$ cat src/rtl/capture_pkg.sv
// Shared constants and state encoding for the capture sequencer.
package capture_pkg;

  localparam int unsigned N_COEF = 16;
  localparam int unsigned AW     = $clog2(N_COEF);

  typedef enum logic [2:0] {
    StIdle    = 3'd0,
    StLoad    = 3'd1,
    StFill    = 3'd2,
    StCapture = 3'd3,
    StFull    = 3'd4,
    StRd      = 3'd5,
    StTx      = 3'd6,
    StTxWait  = 3'd7
  } state_e;

endpackage

$ cat src/rtl/edge_detect.sv
// Registered rising-edge detector for a debounced button level.
module edge_detect (
  input  logic clk_i,
  input  logic rst_i,
  input  logic level_i,
  output logic rise_o
);

  logic level_q;

  always_ff @(posedge clk_i) begin
    if (rst_i) begin
      level_q <= 1'b0;
    end else begin
      level_q <= level_i;
    end
  end

  assign rise_o = level_i & ~level_q;

endmodule

$ cat src/rtl/capture_sequencer.sv
// Sequences coefficient load, FIR capture into a FIFO and UART drain of the FIFO.
module capture_sequencer #(
  parameter int unsigned N_COEF = capture_pkg::N_COEF,
  parameter int unsigned AW     = capture_pkg::AW
) (
  input  logic          clk_i,
  input  logic          rst_i,
  input  logic          carga_coef_i,
  input  logic          send_i,
  input  logic          coef_valid_i,
  input  logic          full_fir_reg_i,
  input  logic          full_fifo_i,
  input  logic          empty_i,
  input  logic          tx_busy_i,
  output logic          en_recepcion_o,
  output logic          coef_we_o,
  output logic [AW-1:0] coef_addr_o,
  output logic          en_fir_o,
  output logic          wr_o,
  output logic          rd_o,
  output logic          tx_start_o,
  output logic          led_full_o,
  output logic [2:0]    state_o
);

  import capture_pkg::*;

  localparam logic [AW:0] LastCoef = (AW+1)'(N_COEF - 1);
  localparam logic [AW:0] CntOne   = (AW+1)'(1);

  logic        carga_edge;
  logic        send_edge;
  state_e      state_q, state_d;
  logic [AW:0] coef_cnt_q, coef_cnt_d;
  logic        txwait_first_q, txwait_first_d;

  edge_detect u_carga_edge (
    .clk_i   (clk_i),
    .rst_i   (rst_i),
    .level_i (carga_coef_i),
    .rise_o  (carga_edge)
  );

  edge_detect u_send_edge (
    .clk_i   (clk_i),
    .rst_i   (rst_i),
    .level_i (send_i),
    .rise_o  (send_edge)
  );

  always_ff @(posedge clk_i) begin
    if (rst_i) begin
      state_q        <= StIdle;
      coef_cnt_q     <= '0;
      txwait_first_q <= 1'b0;
    end else begin
      state_q        <= state_d;
      coef_cnt_q     <= coef_cnt_d;
      txwait_first_q <= txwait_first_d;
    end
  end

  always_comb begin
    state_d    = state_q;
    coef_cnt_d = coef_cnt_q;
    if (carga_edge) begin
      // A reload request overrides whatever the sequencer was doing.
      state_d    = StLoad;
      coef_cnt_d = '0;
    end else begin
      unique case (state_q)
        StIdle: ;
        StLoad: begin
          if (coef_valid_i) begin
            coef_cnt_d = coef_cnt_q + CntOne;
            if (coef_cnt_q == LastCoef) state_d = StFill;
          end
        end
        StFill:    if (full_fir_reg_i) state_d = StCapture;
        StCapture: if (full_fifo_i) state_d = StFull;
        StFull:    if (send_edge) state_d = StRd;
        StRd:      state_d = StTx;
        StTx:      if (!tx_busy_i) state_d = StTxWait;
        StTxWait: begin
          // The transmitter raises busy a cycle after the start pulse.
          if (!txwait_first_q && !tx_busy_i) state_d = empty_i ? StFill : StRd;
        end
        default:   state_d = StIdle;
      endcase
    end
    txwait_first_d = (state_q != StTxWait) && (state_d == StTxWait);
  end

  always_comb begin
    en_recepcion_o = 1'b0;
    coef_we_o      = 1'b0;
    coef_addr_o    = '0;
    en_fir_o       = 1'b0;
    wr_o           = 1'b0;
    rd_o           = 1'b0;
    tx_start_o     = 1'b0;
    led_full_o     = 1'b0;
    state_o        = 3'd0;
    if (!rst_i) begin
      state_o = state_q;
      unique case (state_q)
        StLoad: begin
          en_recepcion_o = 1'b1;
          coef_we_o      = coef_valid_i;
          coef_addr_o    = coef_cnt_q[AW-1:0];
        end
        StFill: en_fir_o = 1'b1;
        StCapture: begin
          en_fir_o = 1'b1;
          wr_o     = !full_fifo_i;
        end
        StFull:  led_full_o = 1'b1;
        StRd:    rd_o = 1'b1;
        StTx:    tx_start_o = !tx_busy_i;
        default: ;
      endcase
    end
  end

endmodule

$ cat config.mk
export PLATFORM = sky130hd
export DESIGN_NAME = capture_sequencer
export DESIGN_NICKNAME = d
export VERILOG_FILES = /design/src/rtl/capture_pkg.sv /design/src/rtl/edge_detect.sv /design/src/rtl/capture_sequencer.sv
export SDC_FILE = /design/constraint.sdc
export NUM_CORES = 1
export LEC_CHECK = 0
export ABC_CLOCK_PERIOD_IN_PS = 3100
export CAP_MARGIN = 40
export CORE_AREA = 2 2 39 41
export DETAILED_ROUTE_END_ITERATION = 6
export DIE_AREA = 0 0 41 43
export DONT_BUFFER_PORTS = 1
export PLACE_DENSITY_LB_ADDON = 0.2
export SKIP_LAST_GASP = 1
export SYNTH_ARGS = -nofsm -noshare
export SYNTH_HDL_FRONTEND = slang
export SYNTH_SLANG_ARGS = --single-unit
$ cat constraint.sdc
create_clock -name clk_i -period 3.1 [get_ports clk_i]
set_input_delay 0.62 -clock clk_i [delete_from_list [all_inputs] [get_ports clk_i]]
set_output_delay 0.62 -clock clk_i [all_outputs]
set_load 0.005 [all_outputs]
Yosys cells after proc, flatten, opt, wreduce, memory -nomap -nowiden
Cells that the tools add are included.

Word-level logic and storage cells: 55. Output and inout bits: 14. Input bits: 9. Flip-flop bits (word level): 11.

$add $sub $neg: 1. Reductions and logical operators: 8. Mux-type cells: 27. Bitwise gates (word level): 4. Equal/unequal tests: 10.

Operator list (count): two-way mux 3 bit (10); case mux 3 bit (7 select lines) (1); equality test 3 bit (second input constant) (5); two-way mux 1 bit (14); two-way mux 4 bit (2); equality test 3 x 2 -> 1 bit (second input constant) (2); adder 5 x 1 -> 5 bit (second input constant) (1); equality test 5 x 4 -> 1 bit (second input constant) (1); OR reduction 2 bit (2); equality test 3 x 1 -> 1 bit (second input constant) (1); logical NOT 1 bit (3); inequality test 3 bit (second input constant) (1); bitwise AND 1 bit (2); logical AND 1 bit (2); NOT 1 bit (2); AND reduction 2 bit (1).

Longest topological paths before layout
Depth in word-level cells: 7. Gate-level depth with buffers: 7. Gate-level depth less buffers: 7.

Cells and area by module
Synthesis repeated with hierarchy kept, for this count alone.

Cell total of the unflattened synthesis: 79. Area total of the unflattened synthesis: 694.4 µm².

Modules (own cells, without submodules): capture_sequencer (instances 1, area each 599.3 µm², cells an instance 73); edge_detect (instances 2, area each 47.5 µm², cells an instance 3).

Worst setup path before layout
OpenSTA, ideal clock, no wires.

Kind: in2out. Start: in rst_i. End: out coef_addr_o[0]. Path slack: 1239 ps. Stages: 3. Data required time: 2480 ps. Arrival: 1241 ps. Cell sequence: and2b_1 > nor3b_4 > and2_1.

Word-level cells in the longest chain between the ends: 1.

RTL lines: start: declaration (RTL line capture_sequencer.sv:7) `input logic rst_i,`; two-way mux 4 bit (RTL line capture_sequencer.sv:104) `if (!rst_i) begin`; end: declaration (RTL line capture_sequencer.sv:17) `output logic [AW-1:0] coef_addr_o,`.

Every way passes these cells.

Final worst setup path
Start: reg state_q[0]. End: out coef_addr_o[1].

Word-level cells in the longest chain between the ends: 3.

RTL lines: start: declaration (RTL line capture_sequencer.sv:33) `state_e state_q, state_d;`; start signal: assignment (RTL line capture_sequencer.sv:53) `state_q <= StIdle;`; start signal: assignment (RTL line capture_sequencer.sv:57) `state_q <= state_d;`; equality test 3 x 1 -> 1 bit (RTL line capture_sequencer.sv:106) `unique case (state_q)`; two-way mux 4 bit (RTL line capture_sequencer.sv:106); two-way mux 4 bit (RTL line capture_sequencer.sv:104).

Every way passes these cells.

==> results_dict.tcl <==
set metrics [dict create \
    run_status "finished clean" \
    fin_area_sq_um 687 \
    routabilityCongestion 0.697 \
    yosysWarnings 0 \
    fill_cells 138 \
    dr.pass1.iters 2 \
    drc_errors 0 \
    placed_area_sq_um 661 \
    ys.flop_type "dfxtp_1" \
    multi_input_area_sq_um 413 \
    synthesis.nets 88 \
    rsz0062_at_grt "false" \
    fin_crit_sh 0.668 \
    critPathMaxFanout 10 \
    clkTransAtPathRegs_ns 0.07 \
    skew_ns 0.00337 \
    wl_met3_um 70 \
    power_uw 268 \
    synth_area_sq_um 672 \
    die-area_sq_um 1760 \
    synth_top_cell_by_area "dfxtp_1" \
    area_delta_synth_final_pct 2.23 \
    drtAntennaViolNets 0 \
    drive_above_1_share 0.0649 \
    cts_buffers 3 \
    grt.total_usage 0.157 \
    drt_iter0_markers 8 \
    r2r_start "coef_cnt_q[0]" \
    die_w_um 41 \
    synth_seq_cells 11 \
    setup_violations 0 \
    worstPathArrival_ns 1.45 \
    maxCapViolations 0 \
    synthDistinctLibCells 34 \
    end_kind "primary output" \
    ys_seq_area_frac 0.328 \
    path_delay_family "simple AND/OR/NAND/NOR gates" \
    most-common-layout-cells "11 x dfxtp_1, 8 x nor2b_1, 6 x nor2_1" \
    postCtsSetupBuffers 0 \
    io_buffer_count 0 \
    final_common_cell "dfxtp_1" \
    num_io_pins 23 \
    hpwlAfterDp_um 907 \
    cts-root-buf "clkbuf_4" \
    endpoint "coef_addr_o[1]" \
    route.vias.total 524 \
    initial_core_util 0.486 \
    wl_per_cell_um 13.1 \
    crit_chain "and2b_1, nor3b_4, and2_1" \
    seqCellArea_sq_um 220 \
    top_layer "met4" \
    ctsHtreeMaxLevel 1 \
    synth_cells 77 \
    ys_async_sr_fraction 0 \
    fin_tns_setup_ns 0 \
    drv_slew 0 \
    worst_r2r_path_depth 7 \
    whs_ns 0.413 \
    timing.hold.worst.start "rst_i" \
    peakVddDrop_uv 131 \
    clk_latency_ns 0.27 \
    totalWireLength_um 1220 \
    worstMarginPinSlew_ns 0.481 \
    hold_path_class "in -> reg" \
    drt-vias-per-instance 5.63 \
    setup_ws_ns 1.03 \
    yosys.area.top_type_share 0.328 \
    holdBufCountCts 0 \
    synth_area_leaders "dfxtp_1 33%, nor2b_1 7.4%, and2_1 4.7%" \
    grt_pass1_wl_um 1840 \
    p_leak_uw 0.000285 \
    fp.coreArea_sq_um 1380 \
    cpPeakStageDelay_ns 0.49 \
    postCtsResizedCells 0 \
    hold_viol 0 \
    pre_cts_slack_ns 1.16 \
    startpoint_type "flip-flop" \
    synth.avg_cell_area_sq_um 8.73 \
    rows 14 \
    cts_tree "built" \
    worstSetupPathType "reg -> out" \
    worstSetupStartpoint "state_q[0]" \
    grt_max_degree 15 \
    met2_length_um 577 \
    routedLengthMet1_um 564 \
    slew_headroom 0.679 \
    fin_crit_ns 2.07 \
    required_ns 2.48 \
    p_per_area_nw_per_um2 390 \
    antenna_found_initial 0 \
    fmax_ghz 0.483 \
    reg2reg_slack_ns 1.40 \
    num_antenna_cells 0 \
    cpMaxStageDelayCell "dfxtp_1" \
    clock-sinks 11 \
    clock_path_buffers 2 \
    globalRoute.totalOverflow 0 \
    final_nets 89 \
    grt_pass1_vias 458 \
    reg2reg_to "txwait_first_q" \
    synth_edf_count 0 \
    cp.depth 3 \
    cp_num_buf_inv 0 \
    dieHeight_um 43 \
]
==> where the power goes <==
| group | switching, uW | total (uW) | internal [uW] |
|---|---|---|---|
| registers | 3.64 | 148 | 145 |
| clock network | 51.2 | 101 | 49.8 |
| logic | 8.63 | 18.6 | 9.99 |
==> sequential cells by signal, summed over array words and instances, names as in the netlist <==
name / count
coef_cnt_q: 5
state_q: 3
txwait_first_q: 1
u_carga_edge.level_q: 1
u_send_edge.level_q: 1
==> how the worst min path moves through the flow <==
stage | end | depth (start not counted)
3_5_place_dp | coef_cnt_q[4] | 2
6_report | u_send_edge.level_q | 1
4_1_cts | u_carga_edge.level_q | 1
3_3_place_gp | coef_cnt_q[4] | 2
5_1_grt | u_send_edge.level_q | 1
2_1_floorplan | coef_cnt_q[4] | 2
==> cells by family (layout without fill, tap and decap cells) <==
| kind of cell | count (synthesis) | in the layout | share of synthesized area |
|---|---|---|---|
| and+or+nand+nor | 46 | 46 | 0.443 |
| DFF | 11 | 11 | 0.328 |
| AOI/OAI and AO/OA | 8 | 8 | 0.0801 |
| buffers and inverters | 6 | 6 | 0.0577 |
| xor gates and xnor gates | 3 | 3 | 0.0391 |
| adders and majority gates | 2 | 2 | 0.0372 |
| muxes | 1 | 1 | 0.0149 |
==> layer usage <==
layer	vias to the layer above	track usage
met1	238	0.192
met2	17	0.238
met3	2	0.0314
met5	-	0
li1	267	-
met4	0	0.100
==> cell type report <==
cell class	instances	area share
inverters	2	0.0109
flip-flops and latches	11	0.321
clock buffers	4	0.0383
multi-input cells	60	0.601
well taps	16	0.0291
==> Yosys cell counts (2+ instances only) <==
library cell	count
nor3b_1	2
nor4_1	2
nand2_1	3
nor3_1	3
and3_1	2
nor2_1	6
xor2_1	2
ha_1	2
and2_1	5
and2b_1	2
dfxtp_1	11
buf_4	2
inv_1	2
nor2b_1	8
o21ai_0	2
nand2b_1	5
==> stage by stage <==
| step | cells | utilization |
|---|---|---|
| floorplan | 77 | - |
| global placement | 89 | 0.477 |
| detailed placement | 89 | 0.477 |
| CTS | 93 | 0.496 |
| global route | 93 | 0.496 |
| finish | 93 | 0.496 |
(Power assumes the default switching activity.)
